$ cat src/rtl/match_ctrl_if.sv
// match_ctrl_if: bundles the per-frame event inputs and the match outputs
// of match_ctrl. The controller connects through the slave modport; the
// surrounding ball/paddle logic or a test driver uses the master modport.
// Parameter: SCORE_W (width of each score bus).
//
// Signalling: there is no valid/ready pair here. frame_tick_i,
// miss_left_i and miss_right_i are single-cycle strobes that are always
// accepted (and simply ignored in states where they carry no meaning).
// start_i and pause_i are levels whose rising edge is the event. serve_o
// is a single-cycle strobe. Every other output is a registered level.
interface match_ctrl_if #(
    parameter int SCORE_W = 4
) ();

    // Event inputs into the controller
    logic               frame_tick_i;
    logic               start_i;
    logic               pause_i;
    logic               miss_left_i;
    logic               miss_right_i;

    // Registered outputs from the controller
    logic               ball_enable_o;
    logic               serve_o;
    logic               serve_dir_o;
    logic [SCORE_W-1:0] score_player_o;
    logic [SCORE_W-1:0] score_pc_o;
    logic               game_over_o;
    logic               winner_o;
    logic [2:0]         state_o;

    // Drives the events and observes the match state
    modport master (
        output frame_tick_i,
        output start_i,
        output pause_i,
        output miss_left_i,
        output miss_right_i,
        input  ball_enable_o,
        input  serve_o,
        input  serve_dir_o,
        input  score_player_o,
        input  score_pc_o,
        input  game_over_o,
        input  winner_o,
        input  state_o
    );

    // The match controller itself
    modport slave (
        input  frame_tick_i,
        input  start_i,
        input  pause_i,
        input  miss_left_i,
        input  miss_right_i,
        output ball_enable_o,
        output serve_o,
        output serve_dir_o,
        output score_player_o,
        output score_pc_o,
        output game_over_o,
        output winner_o,
        output state_o
    );

endinterface

$ cat src/rtl/match_ctrl.sv
// match_ctrl: match-level sequencer for pong. It runs the
// IDLE -> SERVE -> PLAY -> POINT -> (SERVE | OVER) flow, keeps both
// scores and gates the ball datapath through ball_enable_o, a one-cycle
// serve_o recentre/launch command and serve_dir_o.
//
// Optional feature macro: MATCH_PAUSE_EN adds a PAUSED state that is
// toggled from PLAY by rising edges of pause_i. Without the macro, the
// pause_i input is present on the interface but is ignored.
//
// All outputs are registered; reset is asynchronous and active-low.
module match_ctrl #(
    parameter int SCORE_W      = 4,
    parameter int WIN_SCORE    = 7,
    parameter int SERVE_FRAMES = 60,
    parameter int DELAY_W      = 8
) (
    input  logic         clk_i,
    input  logic         rst_ni,
    match_ctrl_if.slave  bus
);

    typedef enum logic [2:0] {
        ST_IDLE   = 3'd0,
        ST_SERVE  = 3'd1,
        ST_PLAY   = 3'd2,
        ST_POINT  = 3'd3,
        ST_OVER   = 3'd4
`ifdef MATCH_PAUSE_EN
        ,
        ST_PAUSED = 3'd5
`endif
    } state_t;

    localparam logic [SCORE_W-1:0] WIN_VAL  = SCORE_W'(WIN_SCORE);
    localparam logic [DELAY_W-1:0] LOAD_VAL = DELAY_W'(SERVE_FRAMES);
    localparam logic [SCORE_W-1:0] SCORE_1  = SCORE_W'(1);
    localparam logic [DELAY_W-1:0] DELAY_1  = DELAY_W'(1);

    // ------------------------------------------------------------------
    // Key edge detection
    // ------------------------------------------------------------------
    logic start_q;
    logic start_prev_q;
    logic start_rise;

    // Register the start key once, then keep its previous value for the edge.
    always_ff @(posedge clk_i or negedge rst_ni) begin
        if (!rst_ni) begin
            start_q      <= 1'b0;
            start_prev_q <= 1'b0;
        end else begin
            start_q      <= bus.start_i;
            start_prev_q <= start_q;
        end
    end

    assign start_rise = start_q & ~start_prev_q;

`ifdef MATCH_PAUSE_EN
    logic pause_q;
    logic pause_prev_q;
    logic pause_rise;

    // Register the pause key once, then keep its previous value for the edge.
    always_ff @(posedge clk_i or negedge rst_ni) begin
        if (!rst_ni) begin
            pause_q      <= 1'b0;
            pause_prev_q <= 1'b0;
        end else begin
            pause_q      <= bus.pause_i;
            pause_prev_q <= pause_q;
        end
    end

    assign pause_rise = pause_q & ~pause_prev_q;
`else
    // The key is still wired to the port but has no effect in this build.
    logic unused_pause;
    assign unused_pause = bus.pause_i;
`endif

    // ------------------------------------------------------------------
    // Match state and datapath registers
    // ------------------------------------------------------------------
    state_t               state_q,  state_d;
    logic [SCORE_W-1:0]   player_q, player_d;
    logic [SCORE_W-1:0]   pc_q,     pc_d;
    logic [DELAY_W-1:0]   delay_q,  delay_d;
    logic                 dir_q,    dir_d;
    logic                 winner_q, winner_d;
    logic                 serve_q,  serve_d;
    logic                 ball_en_q;
    logic                 over_q;
    // High during the first cycle spent in SERVE; a frame tick seen in that
    // cycle belongs to the previous phase and must not count.
    logic                 entry_q;

    // Next-state and next-output decode for the match flow.
    always_comb begin
        state_d  = state_q;
        player_d = player_q;
        pc_d     = pc_q;
        delay_d  = delay_q;
        dir_d    = dir_q;
        winner_d = winner_q;
        serve_d  = 1'b0;

        case (state_q)
            ST_IDLE: begin
                player_d = '0;
                pc_d     = '0;
                if (start_rise) begin
                    state_d = ST_SERVE;
                    delay_d = LOAD_VAL;
                end
            end

            ST_SERVE: begin
                if (bus.frame_tick_i && !entry_q) begin
                    // Treat a (never expected) zero like one so the serve
                    // cannot stall forever.
                    if (delay_q <= DELAY_1) begin
                        state_d = ST_PLAY;
                        serve_d = 1'b1;
                        delay_d = '0;
                    end else begin
                        delay_d = delay_q - DELAY_1;
                    end
                end
            end

            ST_PLAY: begin
                // A left miss takes priority; a simultaneous right miss is dropped.
                if (bus.miss_left_i) begin
                    if (player_q != WIN_VAL) begin
                        player_d = player_q + SCORE_1;
                    end
                    dir_d   = 1'b0;
                    state_d = ST_POINT;
                end else if (bus.miss_right_i) begin
                    if (pc_q != WIN_VAL) begin
                        pc_d = pc_q + SCORE_1;
                    end
                    dir_d   = 1'b1;
                    state_d = ST_POINT;
                end
`ifdef MATCH_PAUSE_EN
                else if (pause_rise) begin
                    state_d = ST_PAUSED;
                end
`endif
            end

            ST_POINT: begin
                if ((player_q == WIN_VAL) || (pc_q == WIN_VAL)) begin
                    state_d  = ST_OVER;
                    winner_d = (player_q == WIN_VAL);
                end else begin
                    state_d = ST_SERVE;
                    delay_d = LOAD_VAL;
                end
            end

            ST_OVER: begin
                if (start_rise) begin
                    player_d = '0;
                    pc_d     = '0;
                    dir_d    = 1'b0;
                    state_d  = ST_SERVE;
                    delay_d  = LOAD_VAL;
                end
            end

`ifdef MATCH_PAUSE_EN
            ST_PAUSED: begin
                // Resume without a new serve; misses and ticks are ignored.
                if (pause_rise) begin
                    state_d = ST_PLAY;
                end
            end
`endif

            default: begin
                state_d = ST_IDLE;
            end
        endcase
    end

    // State register plus the registered outputs derived from the next state.
    always_ff @(posedge clk_i or negedge rst_ni) begin
        if (!rst_ni) begin
            state_q   <= ST_IDLE;
            player_q  <= '0;
            pc_q      <= '0;
            delay_q   <= '0;
            dir_q     <= 1'b0;
            winner_q  <= 1'b0;
            serve_q   <= 1'b0;
            ball_en_q <= 1'b0;
            over_q    <= 1'b0;
            entry_q   <= 1'b0;
        end else begin
            state_q   <= state_d;
            player_q  <= player_d;
            pc_q      <= pc_d;
            delay_q   <= delay_d;
            dir_q     <= dir_d;
            winner_q  <= winner_d;
            serve_q   <= serve_d;
            ball_en_q <= (state_d == ST_PLAY);
            over_q    <= (state_d == ST_OVER);
            entry_q   <= (state_d == ST_SERVE) && (state_q != ST_SERVE);
        end
    end

    // ------------------------------------------------------------------
    // Outputs
    // ------------------------------------------------------------------
    assign bus.ball_enable_o  = ball_en_q;
    assign bus.serve_o        = serve_q;
    assign bus.serve_dir_o    = dir_q;
    assign bus.score_player_o = player_q;
    assign bus.score_pc_o     = pc_q;
    assign bus.game_over_o    = over_q;
    assign bus.winner_o       = winner_q;
    assign bus.state_o        = state_q;

endmodule

$ cat src/flat_wrapper.sv
// flat-port wrapper written by rule: the top's interface ports become plain ports
module match_ctrl_flat 
#(
    parameter int SCORE_W      = 4,
    parameter int WIN_SCORE    = 7,
    parameter int SERVE_FRAMES = 60,
    parameter int DELAY_W      = 8
)
  (clk_i, rst_ni, bus_frame_tick_i, bus_start_i, bus_pause_i, bus_miss_left_i, bus_miss_right_i, bus_ball_enable_o, bus_serve_o, bus_serve_dir_o, bus_score_player_o, bus_score_pc_o, bus_game_over_o, bus_winner_o, bus_state_o);
  match_ctrl_if #(.SCORE_W(SCORE_W)) bus_i ();
  input  logic clk_i;
  input  logic rst_ni;
  input wire logic [$bits(bus_i.frame_tick_i)-1:0] bus_frame_tick_i;
  input wire logic [$bits(bus_i.start_i)-1:0] bus_start_i;
  input wire logic [$bits(bus_i.pause_i)-1:0] bus_pause_i;
  input wire logic [$bits(bus_i.miss_left_i)-1:0] bus_miss_left_i;
  input wire logic [$bits(bus_i.miss_right_i)-1:0] bus_miss_right_i;
  output wire logic [$bits(bus_i.ball_enable_o)-1:0] bus_ball_enable_o;
  output wire logic [$bits(bus_i.serve_o)-1:0] bus_serve_o;
  output wire logic [$bits(bus_i.serve_dir_o)-1:0] bus_serve_dir_o;
  output wire logic [$bits(bus_i.score_player_o)-1:0] bus_score_player_o;
  output wire logic [$bits(bus_i.score_pc_o)-1:0] bus_score_pc_o;
  output wire logic [$bits(bus_i.game_over_o)-1:0] bus_game_over_o;
  output wire logic [$bits(bus_i.winner_o)-1:0] bus_winner_o;
  output wire logic [$bits(bus_i.state_o)-1:0] bus_state_o;
  assign bus_i.frame_tick_i = bus_frame_tick_i;
  assign bus_i.start_i = bus_start_i;
  assign bus_i.pause_i = bus_pause_i;
  assign bus_i.miss_left_i = bus_miss_left_i;
  assign bus_i.miss_right_i = bus_miss_right_i;
  assign bus_ball_enable_o = bus_i.ball_enable_o;
  assign bus_serve_o = bus_i.serve_o;
  assign bus_serve_dir_o = bus_i.serve_dir_o;
  assign bus_score_player_o = bus_i.score_player_o;
  assign bus_score_pc_o = bus_i.score_pc_o;
  assign bus_game_over_o = bus_i.game_over_o;
  assign bus_winner_o = bus_i.winner_o;
  assign bus_state_o = bus_i.state_o;
  match_ctrl #(.SCORE_W(SCORE_W), .WIN_SCORE(WIN_SCORE), .SERVE_FRAMES(SERVE_FRAMES), .DELAY_W(DELAY_W)) u_core (.clk_i(clk_i), .rst_ni(rst_ni), .bus(bus_i));
endmodule
$ cat config.mk
export PLATFORM = sky130hd
export DESIGN_NAME = match_ctrl_flat
export DESIGN_NICKNAME = d
export VERILOG_FILES = /design/src/rtl/match_ctrl_if.sv /design/src/rtl/match_ctrl.sv /design/src/flat_wrapper.sv
export SDC_FILE = /design/constraint.sdc
export NUM_CORES = 1
export LEC_CHECK = 0
export BUFFER_PORTS_ARGS = -buffer_cell sky130_fd_sc_hd__buf_2
export CORE_AREA = 3 3 63 51
export DETAILED_ROUTE_END_ITERATION = 12
export DIE_AREA = 0 0 66 54
export GPL_TIMING_DRIVEN = 0
export PLACE_DENSITY = 0.78
export SLEW_MARGIN = 20
export SYNTH_ARGS = -nofsm -noshare
export SYNTH_HDL_FRONTEND = slang
export SYNTH_SLANG_ARGS = --single-unit
$ cat constraint.sdc
create_clock -name clk_i -period 2.2 [get_ports clk_i]
set_clock_uncertainty 0.1 [all_clocks]
set_input_delay 0.11 -clock clk_i [delete_from_list [all_inputs] [get_ports clk_i]]
set_output_delay 0.11 -clock clk_i [all_outputs]
set_load 0.02 [all_outputs]
==> Word level (Yosys, flattened, before mapping) <==
Cells that the tools add are included.
{ "word_totals": {"regBits": 27, "output_inout_bits": 16, "elab_cells": 81} }
{ "classes": {"n_addsub": 3, "magnitude_cmp": 1, "eq_ne": 22, "muxes": 27, "bitwise": 2, "n_reduce_logical": 14} }
{ "op_table": {"columns": ["op", "count"], "rows": [
  ["8-bit 2-to-1 mux", 4],
  ["4-bit 2-to-1 mux", 6],
  ["4-bit one-hot mux with 3 select lines", 2],
  ["8-bit one-hot mux with 3 select lines", 1],
  ["3-bit 2-to-1 mux", 6],
  ["3-bit one-hot mux with 4 select lines", 1],
  ["2-bit by 1-bit inequality test with 1-bit output (second input constant)", 5],
  ["3-bit by 2-bit equality test with 1-bit output (second input constant)", 3],
  ["4-bit by 1-bit adder with 4-bit output (second input constant)", 2],
  ["4-bit by 3-bit equality test with 1-bit output (second input constant)", 2],
  ["8-bit by 1-bit less-or-equal comparator with 1-bit output (second input constant)", 1],
  ["2-bit inequality test (second input constant)", 4],
  ["4-bit by 3-bit inequality test with 1-bit output (second input constant)", 2],
  ["4-bit AND reduction", 2],
  ["8-bit by 1-bit subtractor with 8-bit output (second input constant)", 1],
  ["3-bit by 1-bit equality test with 1-bit output (second input constant)", 2],
  ["3-bit equality test (second input constant)", 2],
  ["1-bit 2-to-1 mux", 6],
  ["3-bit nonzero test", 2],
  ["5-bit AND reduction", 1],
  ["3-bit logical NOT", 1],
  ["3-bit by 1-bit inequality test with 1-bit output (second input constant)", 1],
  ["3-bit inequality test (second input constant)", 1],
  ["3-bit AND reduction", 1],
  ["other kinds (9)", 10]
]} }

==> Depth between registers and ports, before layout <==
Gate-level depths: netlist of the first run.
{ "logic_depth": {"depth_word": 6, "ltp_mapped": 6} }

==> Worst setup path before layout of the first run <==
Ideal clock, no wire load.
{ "synth_timing": {"path_type": "register -> register", "from": "register u_core.state_q[1], in the netlist u_core.bus.state_o[1]", "to": "register u_core.delay_q[6]", "arrival_ns": 1.814, "required_ns": 1.976, "path_slack_ns": 0.162, "path_stages_with_launch": 6, "n_path_buf": 1, "path_cell_list": "dfrtp_1 buf_6 or3b_4 nor3b_2 nor2_1 a211o_1"} }
{ "synth_via": {"elab_chain_cells": 4, "word_cells_on_any_way": 11, "cone_classes": "6 x eq/ne; 1 x mux; 4 x reduce/logical"} }
{ "synth_lines": {"columns": ["element", "line_no", "text"], "rows": [
  ["start: declaration", "match_ctrl.sv:85", "state_t state_q, state_d;"],
  ["start signal: assignment", "match_ctrl.sv:203", "state_q <= state_d;"],
  ["3-bit equality test or 3-bit logical NOT (tied branches)", "match_ctrl.sv:108", "case (state_q)"],
  ["2-bit OR reduction (no line)", null, null],
  ["2-bit by 1-bit inequality test with 1-bit output (no line) or 3-bit nonzero test (tied branches)", null, null],
  ["4-bit AND reduction (no line)", null, null],
  ["end signal: assignment", "match_ctrl.sv:206", "delay_q <= delay_d;"],
  ["end: declaration", "match_ctrl.sv:88", "logic [DELAY_W-1:0] delay_q, delay_d;"]
]} }
Several ways; a longest one is shown, not always the timed one.
A chain may end at the register's enable or synchronous reset.

==> Worst setup path after layout of the first run <==
{ "layout_timing": {"from": "register u_core.state_q[2], in the netlist u_core.bus.state_o[2]", "to": "register u_core.delay_q[5]"} }
The elaborated chain is that of the path after synthesis.

==> results of run 1 <==
## cells in the final DEF, fill, tap and decap left out, types with 2 or more instances in the layout
master / count
buf_2: 21
clkbuf_4: 3
xor2_1: 2
and3_1: 2
a31oi_1: 2
a211oi_1: 4
o2111ai_1: 2
dfrtp_1: 27
inv_1: 3
a21oi_1: 5
and3b_1: 2
and2_1: 2
o31ai_1: 3
buf_6: 3
nor4_2: 2
a211o_1: 4
o21ai_0: 7
nor2_1: 15
nand2_1: 13
ha_1: 4
nor3_1: 5
nor2b_1: 2
or3b_4: 2
nand3_1: 5
nand2b_1: 2
o211ai_1: 2
nand3b_1: 4
dlygate4sd3_1: 4
## layer usage
layer,vias up,global-route usage [%],wire length (um)
met5,-,0,0
met4,0,3.04,10
li1,578,-,-
met1,553,25.9,1520
met3,2,4.38,111
met2,18,30.6,1400
## cell type report
cell class                      instances  area, um^2
Fill cell                             224         930
Timing Repair Buffer                   25         145
Tap cell                               36        45.0
Clock buffer                            4        26.3
Sequential cell                        27         676
Inverter                                3        11.3
Multi-Input combinational cell        106         711
Buffer                                  4        38.8
## per-stage QoR
step	cell area (um^2)	setup WS, ns	cells
6_report	1650	0.127	205
5_1_grt	1650	0.0502	205
4_1_cts	1650	0.0243	205
3_5_place_dp	1580	0.0422	197
3_3_place_gp	1580	0.0871	197
2_1_floorplan	1430	0.162	140
## flip-flops by register name (all words and copies together) (netlist names)
name,count
u_core.bus.ball_enable_o,1
u_core.bus.state_o,3
u_core.bus.serve_o,1
u_core.delay_q,8
u_core.bus.score_player_o,4
u_core.entry_q,1
u_core.bus.winner_o,1
u_core.start_q,1
u_core.bus.score_pc_o,4
u_core.bus.game_over_o,1
u_core.start_prev_q,1
u_core.bus.serve_dir_o,1
## power by group through the flow
stage	clock, mW	sequential, mW	combinational (mW)
after global placement	0	0.599	0.174
after global routing	0.238	0.602	0.218
final	0.210	0.594	0.194
after detailed placement	0	0.603	0.186
after CTS	0.221	0.592	0.194
after floorplan	0	0.594	0.133
## worst min path at each step
stage	from	endpoint	slack, ns	cells past startpoint
final	rst_ni	u_core.bus.winner_o	0.19	2
after global routing	bus_frame_tick_i	u_core.delay_q[0]	0.19	4
after CTS	bus_frame_tick_i	u_core.delay_q[0]	0.21	4
after detailed placement	rst_ni	u_core.bus.winner_o	0.05	1
after global placement	rst_ni	u_core.bus.score_pc_o[1]	0.05	1
after floorplan	rst_ni	u_core.bus.ball_enable_o	-0.29	0
## kinds of logic after synthesis
| logic type | synth area share [%] |
|---|---|
| compound gates | 17.8 |
| xor+xnor | 1.23 |
| fa+ha+maj | 3.50 |
| buf+inv | 3.50 |
| flops | 47.2 |
| mux | 0.700 |
| simple gates | 26.1 |
## cells in the mapped netlist, types with 2 or more instances
| cell type | count |
|---|---|
| a211o_1 | 4 |
| nand3_1 | 5 |
| o211ai_1 | 2 |
| and3_1 | 2 |
| o2111ai_1 | 2 |
| nand2_1 | 13 |
| nor4_2 | 2 |
| a21oi_1 | 5 |
| or3b_4 | 2 |
| dfrtp_1 | 27 |
| nand3b_1 | 4 |
| and2_1 | 2 |
| and3b_1 | 2 |
| nand2b_1 | 2 |
| nor3_1 | 5 |
| o21ai_0 | 7 |
| xor2_1 | 2 |
| inv_1 | 3 |
| nor2b_1 | 2 |
| o31ai_1 | 3 |
| nor2_1 | 15 |
| buf_6 | 3 |
| ha_1 | 4 |
| a211oi_1 | 4 |
| a31oi_1 | 2 |
## timing repair
action,4_1_cts,5_1_grt
hold endpoints to repair,29,0
buffers inserted,0,0
resized for setup,0,1
hold buffers,4,0
setup endpoints to repair,0,3
==> out/qor.yml, run 1 <==
vias_per_cell: 5.61
r2r-end: "u_core.delay_q[5]"
cts_inserted_buffers: 3
crit_top_cell: "or3b_4"
detail_route.wl_per_cell_um: 14.9
reg2regPathDepth: 6
max_freq_ghz: 0.482
htreeDepth: 1
critPathTopFamily: "simple AND/OR/NAND/NOR gates"
setup_tns_ns: 0
r2r_setup_slack_ns: 0.13
first_pass_iters: 4
min_period_over_period_pct: 94.2
fin_nets: 181
ys_top_cells_by_area: "dfrtp_1 47%, nor2_1 3.9%, ha_1 3.5%, nand2_1 3.4%, a211o_1 2.4%"
synth_area_um2: 1430
clkPwrFrac_pct: 21.0
cp_num_buf_inv: 2
slowest_stage: "or3b_4"
overflow: 0
async_flop_share_pct: 100
wl_um: 3050
cts_tree: "done"
startpoint: "u_core.bus.state_o[2]"
setup_viol: 0
die_w_um: 66
ioPinCount: 23
grt_max_degree: 28
power_mw: 0.999
ant_nets: 0
syn_nets: 151
seq_area_frac_synth_pct: 47.2
clk_pin_slew_ns: 0.14
p_switching_mw: 0.301
post-synth-top-area-fraction_pct: 47.2
core_area_um2: 2580
internal-power_mw: 0.698
hpwlAfterDp_um: 2220
layout-drive-gt1-share_pct: 21.9
antennaDiodeCount: 0
synthFlopType: "dfrtp_1"
antenna_found_initial: 0
port_buffers: 21
vdd_drop_max_mv: 0.396
grt_pass1_wl_um: 5010
pwr-share-seq_pct: 59.5
timing.hold.ws_ns: 0.189
ys_types: 41
reg2reg_from: "u_core.bus.state_o[2]"
vias: 1151
yosys.area.top_type: "dfrtp_1"
outcome: "complete, no violations"
rsz0062_at_grt: "false"
utilization_pct: 64.0
finalHoldViolations: 0
cts_sinks: 27
cts_root_buf: "clkbuf_4"
syn_inst: 140
p_sw_share_pct: 30.2
yosysWarnings: 0
path_max_fanout: 10
area_growth_pct: 15.6
combPwrFrac_pct: 19.5
p_per_area_nw_per_um2: 604
crit_type: "reg2reg"
start_util_pct: 55.4
cp-end-kind: "flip-flop"
cp.arrival_ns: 2.25
drc: 0
critical_path.startpoint_type: "flip-flop"
first_iter_violations: 72
p_leak_nw: 0.806
avgSynthCellArea_um2: 10.2
slowest_delay_ns: 0.43
die_h_um: 54
cp_cell_sequence: "clkbuf_2 -> or3b_4 -> or3b_4 -> buf_6 -> nand2_1 -> o221a_2"
placementRows: 16
worstPathRequired_ns: 2.37
crit_end: "u_core.delay_q[5]"
clock_latency_ns: 0.32
period_minus_slack_ns: 2.07
hp-class: "in2async"
grt_pass1_vias: 1065
worst-path-stages: 6
worstMarginPinSlew_ns: 0.574
drv_slew: 0
synth_edf_count: 0
die-area_um2: 3560
synth-seq-cells: 27
place.gp.congestion: 0.813
clk_path_buf_depth: 2
relSlewSlack_pct: 61.7
grt_use_total_pct: 18.7
max-cap-violations: 0
Note: power is estimated with default switching activity, not from simulation.
==> run 2: changes to the inputs <==
--- a/config.mk
+++ b/config.mk
@@ -6,11 +6,12 @@
 export NUM_CORES = 1
 export LEC_CHECK = 0
 export BUFFER_PORTS_ARGS = -buffer_cell sky130_fd_sc_hd__buf_2
-export CORE_AREA = 3 3 63 51
+export CORE_AREA = 3 3 50 64
 export DETAILED_ROUTE_END_ITERATION = 12
-export DIE_AREA = 0 0 66 54
+export DIE_AREA = 0 0 53 67
 export GPL_TIMING_DRIVEN = 0
 export PLACE_DENSITY = 0.78
+export REMOVE_ABC_BUFFERS = 1
 export SLEW_MARGIN = 20
 export SYNTH_ARGS = -nofsm -noshare
 export SYNTH_HDL_FRONTEND = slang
==> run 2 against run 1 <==
  * Power down 0.51%
  * Clock-buffer cell count shrank 1
  * Global-route usage down 0.14 points
  * Setup slack got worse by 0.031 ns
  * Final cell count is 2.9% lower
  * Hold slack got worse by 0.019 ns
  * Register-to-register slack got worse by 0.03 ns
  * Critical path depth down 2
  * Routed wire length is 5.4% lower
  * Sequential share of layout area grew 1.0 points
  * Largest power group unchanged
==> out/qor.yml, run 2 (synthesis gave the netlist of run 1 again) <==
grt_use_total_pct: 18.6
wl_um: 2880
crit_top_cell: "or3b_4"
path_max_fanout: 11
layout_commonest_cell: "dfrtp_1"
fillers: 231
vias: 1198
grt_pass1_wl_um: 4910
antenna_found_initial: 0
start_util_pct: 53.9
p_per_area_nw_per_um2: 615
die-area_um2: 3550
setup_tns_ns: 0
p_leak_nw: 0.782
seqCellArea_um2: 677
cts_sinks: 27
clk_pin_slew_ns: 0.15
antennaDiodeCount: 0
die_w_um: 53
setup_viol: 0
layout-drive-gt1-share_pct: 21.2
power_mw: 0.994
placementRows: 21
slowest_stage: "dfrtp_1"
cts_root_buf: "clkbuf_4"
clock_latency_ns: 0.32
place.gp.congestion: 0.852
slowest_delay_ns: 0.53
hp-class: "in2reg"
area_growth_pct: 13.0
fin_nets: 177
drv_slew: 0
drc: 0
crit_type: "reg2reg"
cts_inserted_buffers: 3
multi_input_area_um2: 711
vias_per_cell: 6.02
max-cap-violations: 0
largest_register_ffs: 8
critPathTopFamily: "simple AND/OR/NAND/NOR gates"
worstPathRequired_ns: 2.33
min_period_over_period_pct: 95.6
outcome: "complete, no violations"
max_freq_ghz: 0.475
detail_route.wl_per_cell_um: 14.5
first_iter_violations: 51
grt_max_degree: 28
period_minus_slack_ns: 2.10
overflow: 0
cp_cell_sequence: "or3b_4 -> or3b_4 -> a211o_1 -> o221a_2"
rsz0062_at_grt: "false"
finalHoldViolations: 0
clk_path_buf_depth: 2
cp_num_buf_inv: 0
port_buffers: 21
grt_pass1_vias: 1140
worstMarginPinSlew_ns: 0.610
die_h_um: 67
cts_tree: "done"
mostFrequentLayoutCells: "26 x dfrtp_1, 21 x buf_2, 15 x nor2_1"
cp-end-kind: "flip-flop"
ioPinCount: 23
utilization_pct: 60.9
core_area_um2: 2650
post_cts_buffers: 0
relSlewSlack_pct: 59.3
htreeDepth: 1
regMostFlops: "u_core.delay_q"
first_pass_iters: 4
vdd_drop_max_mv: 0.409
critical_path.startpoint_type: "flip-flop"
hpwlAfterDp_um: 2090
ant_nets: 0
cp.arrival_ns: 2.23
run 2: cell count changes in the layout (fill, tap and decap cells not counted), sizes merged:
cell,before,now
buf,24,21
clkbuf,5,3
clkinvlp,0,1
run 2: final cells by class:
type / instances / area share (%)
Multi-Input combinational cell: 106 / 44.0
Sequential cell: 27 / 41.9
Timing Repair Buffer: 25 / 8.98
Tap cell: 34 / 2.63
Clock buffer: 3 / 1.39
Inverter: 3 / 0.697
Clock inverter: 1 / 0.464
run 2: tightest hold or removal path, delay by kind of cell:
kind            cells  cell delay (ns)
simple gates        2             0.26
buf+inv             1             0.11
compound gates      1             0.08
run 2: repair_timing:
item | in CTS | in global routing
hold buffers | 4 | 0
hold endpoints to repair | 29 | 0
resized for setup | 0 | 2
setup endpoints to repair | 0 | 2
run 2: metrics by stage:
stage	instances	cell area (um^2)	worst slack [ns]	hold slack, ns
after floorplan	136	1390	0.0942	-0.286
after global placement	191	1540	0.0539	0.0396
after detailed placement	191	1540	0.0217	0.0493
after CTS	199	1610	0.00118	0.185
after global routing	199	1620	0.0114	0.175
final	199	1620	0.0966	0.170
run 2: final timing paths:
path / from / end / slack [ns] / cells past startpoint
setup reg to reg: u_core.bus.state_o[1] / u_core.delay_q[5] / 0.1 / 4
hold reg to reg: u_core.start_q / u_core.start_prev_q / 0.33 / 0
setup / recovery: u_core.bus.state_o[1] / u_core.delay_q[5] / 0.1 / 4
max in group asynchronous: rst_ni / u_core.bus.state_o[0] / 1.35 / 2
min in group asynchronous: rst_ni / u_core.bus.winner_o / 0.22 / 2
hold / removal: bus_frame_tick_i / u_core.delay_q[0] / 0.17 / 4
run 2: routing by layer:
layer  global-route usage (%)  share of wire, %
met3                     2.46               4.5
met5                        0                 0
met1                     20.3                42
met2                     34.8                53
met4                     7.35              0.73
run 2: power by group:
part           leakage (nW)  switching [mW]  internal, mW  total, mW
combinational         0.426           0.100        0.0847      0.185
clock                0.0139           0.147        0.0694      0.216
sequential            0.343          0.0537         0.539      0.592
==> run 3: changes to the inputs <==
--- a/config.mk
+++ b/config.mk
@@ -5,7 +5,7 @@
 export SDC_FILE = /design/constraint.sdc
 export NUM_CORES = 1
 export LEC_CHECK = 0
-export BUFFER_PORTS_ARGS = -buffer_cell sky130_fd_sc_hd__buf_2
+export BUFFER_PORTS_ARGS = -buffer_cell sky130_fd_sc_hd__clkbuf_2
 export CORE_AREA = 3 3 50 64
 export DETAILED_ROUTE_END_ITERATION = 12
 export DIE_AREA = 0 0 53 67
==> run 3 against run 2 <==
  * Critical path depth did not move
  * Clock-buffer cell count stayed put
  * Routed wire length is 2.3% higher
  * First-iteration DRC count down 7.8%
==> out/qor.yml, run 3 (synthesis gave the netlist of run 1 again) <==
outcome: "complete, no violations"
cp_cell_sequence: "or3b_4 -> or3b_4 -> a211o_1 -> o221a_2"
cp-end-kind: "flip-flop"
regMostFlops: "u_core.delay_q"
cts_tree: "done"
fin_nets: 177
grt_max_degree: 28
critical_path.startpoint_type: "flip-flop"
period_minus_slack_ns: 2.10
layout-drive-gt1-share_pct: 21.8
start_util_pct: 53.9
max_freq_ghz: 0.476
largest_register_ffs: 8
crit_top_cell: "or3b_4"
clk_pin_slew_ns: 0.15
area_growth_pct: 13.2
path_max_fanout: 11
crit_end: "u_core.delay_q[5]"
port_buffers: 21
p_sw_share_pct: 31.2
cp.arrival_ns: 2.24
crit_type: "reg2reg"
p_per_area_nw_per_um2: 621
p_leak_nw: 0.775
max-cap-violations: 0
r2r-end: "u_core.delay_q[5]"
drv_slew: 0
ant_nets: 0
worstPathRequired_ns: 2.34
hp-class: "in2reg"
place.gp.congestion: 0.834
setup_tns_ns: 0
vias_per_cell: 5.98
reg2regPathDepth: 4
relSlewSlack_pct: 55.2
wl_um: 2950
reg2reg_from: "u_core.bus.state_o[1]"
cts_inserted_buffers: 3
internal-power_mw: 0.692
clk_path_buf_depth: 2
cts_root_buf: "clkbuf_4"
finalWorstSetupSlack_ns: 0.0990
overflow: 0
slowest_delay_ns: 0.52
critPathTopFamily: "simple AND/OR/NAND/NOR gates"
core_area_um2: 2650
worst-path-stages: 4
antenna_found_initial: 0
ioPinCount: 23
finalHoldViolations: 0
setup_viol: 0
grt_pass1_vias: 1169
die-area_um2: 3550
worstMarginPinSlew_ns: 0.672
p_switching_mw: 0.313
clkPwrFrac_pct: 22.3
grt_use_total_pct: 18.3
first_iter_violations: 47
pwr-share-seq_pct: 59.3
die_w_um: 53
startpoint: "u_core.bus.state_o[1]"
vdd_drop_max_mv: 0.382
drc: 0
cts_sinks: 27
r2r_setup_slack_ns: 0.1
antennaDiodeCount: 0
place_ws_ns: 0.0109
rsz0062_at_grt: "false"
detail_route.wl_per_cell_um: 14.8
first_pass_iters: 5
layout_commonest_cell: "dfrtp_1"
power_mw: 1.01
grt_pass1_wl_um: 4940
min_from: "bus_miss_right_i"
die_h_um: 67
htreeDepth: 1
mostFrequentLayoutCells: "26 x dfrtp_1, 21 x clkbuf_2, 14 x nor2_1"
hpwlAfterDp_um: 2150
placementRows: 21
cp_num_buf_inv: 0
min_period_over_period_pct: 95.5
vias: 1190
combPwrFrac_pct: 18.5
slowest_stage: "dfrtp_1"
clock_latency_ns: 0.33
post_cts_buffers: 0
## run 3: changes by cell type in the layout (fill, tap and decap cells not counted), sizes merged
cell	previous run	this run
buf	21	0
clkbuf	3	24
## run 3: worst min path at each step
stage | endpoint | slack (ns) | depth (start not counted)
5_1_grt | u_core.delay_q[0] | 0.15 | 4
2_1_floorplan | u_core.bus.ball_enable_o | -0.29 | 0
4_1_cts | u_core.bus.state_o[0] | 0.10 | 5
6_report | u_core.bus.state_o[0] | 0.13 | 5
3_3_place_gp | u_core.bus.score_pc_o[2] | 0.06 | 1
3_5_place_dp | u_core.bus.score_pc_o[2] | 0.07 | 1
## run 3: cell type report
type                    instances  area [um^2]
multi-input cells             106          713
inverters                       3         11.3
well taps                      34         42.5
repair buffers                 25          145
fillers                       231         1030
flip-flops and latches         27          677
clock buffers                   3         22.5
clock inverters                 1         7.51
## run 3: per-stage QoR
stage / hold slack, ns / cell area [um^2] / util [%] / std cells
6_report: 0.131 / 1620 / 61.0 / 199
4_1_cts: 0.105 / 1620 / 60.9 / 199
3_5_place_dp: 0.0748 / 1540 / 58.0 / 191
3_3_place_gp: 0.0625 / 1540 / 58.0 / 191
2_1_floorplan: -0.286 / 1390 / - / 136
5_1_grt: 0.152 / 1620 / 61.0 / 199
## run 3: power groups by stage
stage | Sequential (mW) | Combinational (mW) | Clock [mW]
after floorplan | 0.595 | 0.130 | 0
after global placement | 0.600 | 0.169 | 0
after detailed placement | 0.604 | 0.182 | 0
after CTS | 0.595 | 0.186 | 0.233
after global routing | 0.604 | 0.211 | 0.246
final | 0.596 | 0.186 | 0.224
## run 3: tightest hold or removal path, cell delays in order
cell      delay (ns)
clkbuf_2        0.11
nor2_1          0.05
o22ai_1         0.13
nor2_1          0.06
o21ai_0         0.06
## run 3: routing by layer
metal,part of all wire [%],GRT usage [%],vias to the layer above
met5,0,0,-
met4,1.3,7.67,0
met2,54,33.4,35
met3,4.0,2.46,8
met1,41,20.8,576
li1,-,-,571
## run 3: timing repair
| action | 4_1_cts | 5_1_grt |
|---|---|---|
| hold buffers | 4 | 0 |
| endpoints found under the setup margin | 2 | 2 |
| pin swaps | 0 | 0 |
| gates resized for setup | 1 | 2 |
| endpoints found under the hold margin | 29 | 0 |
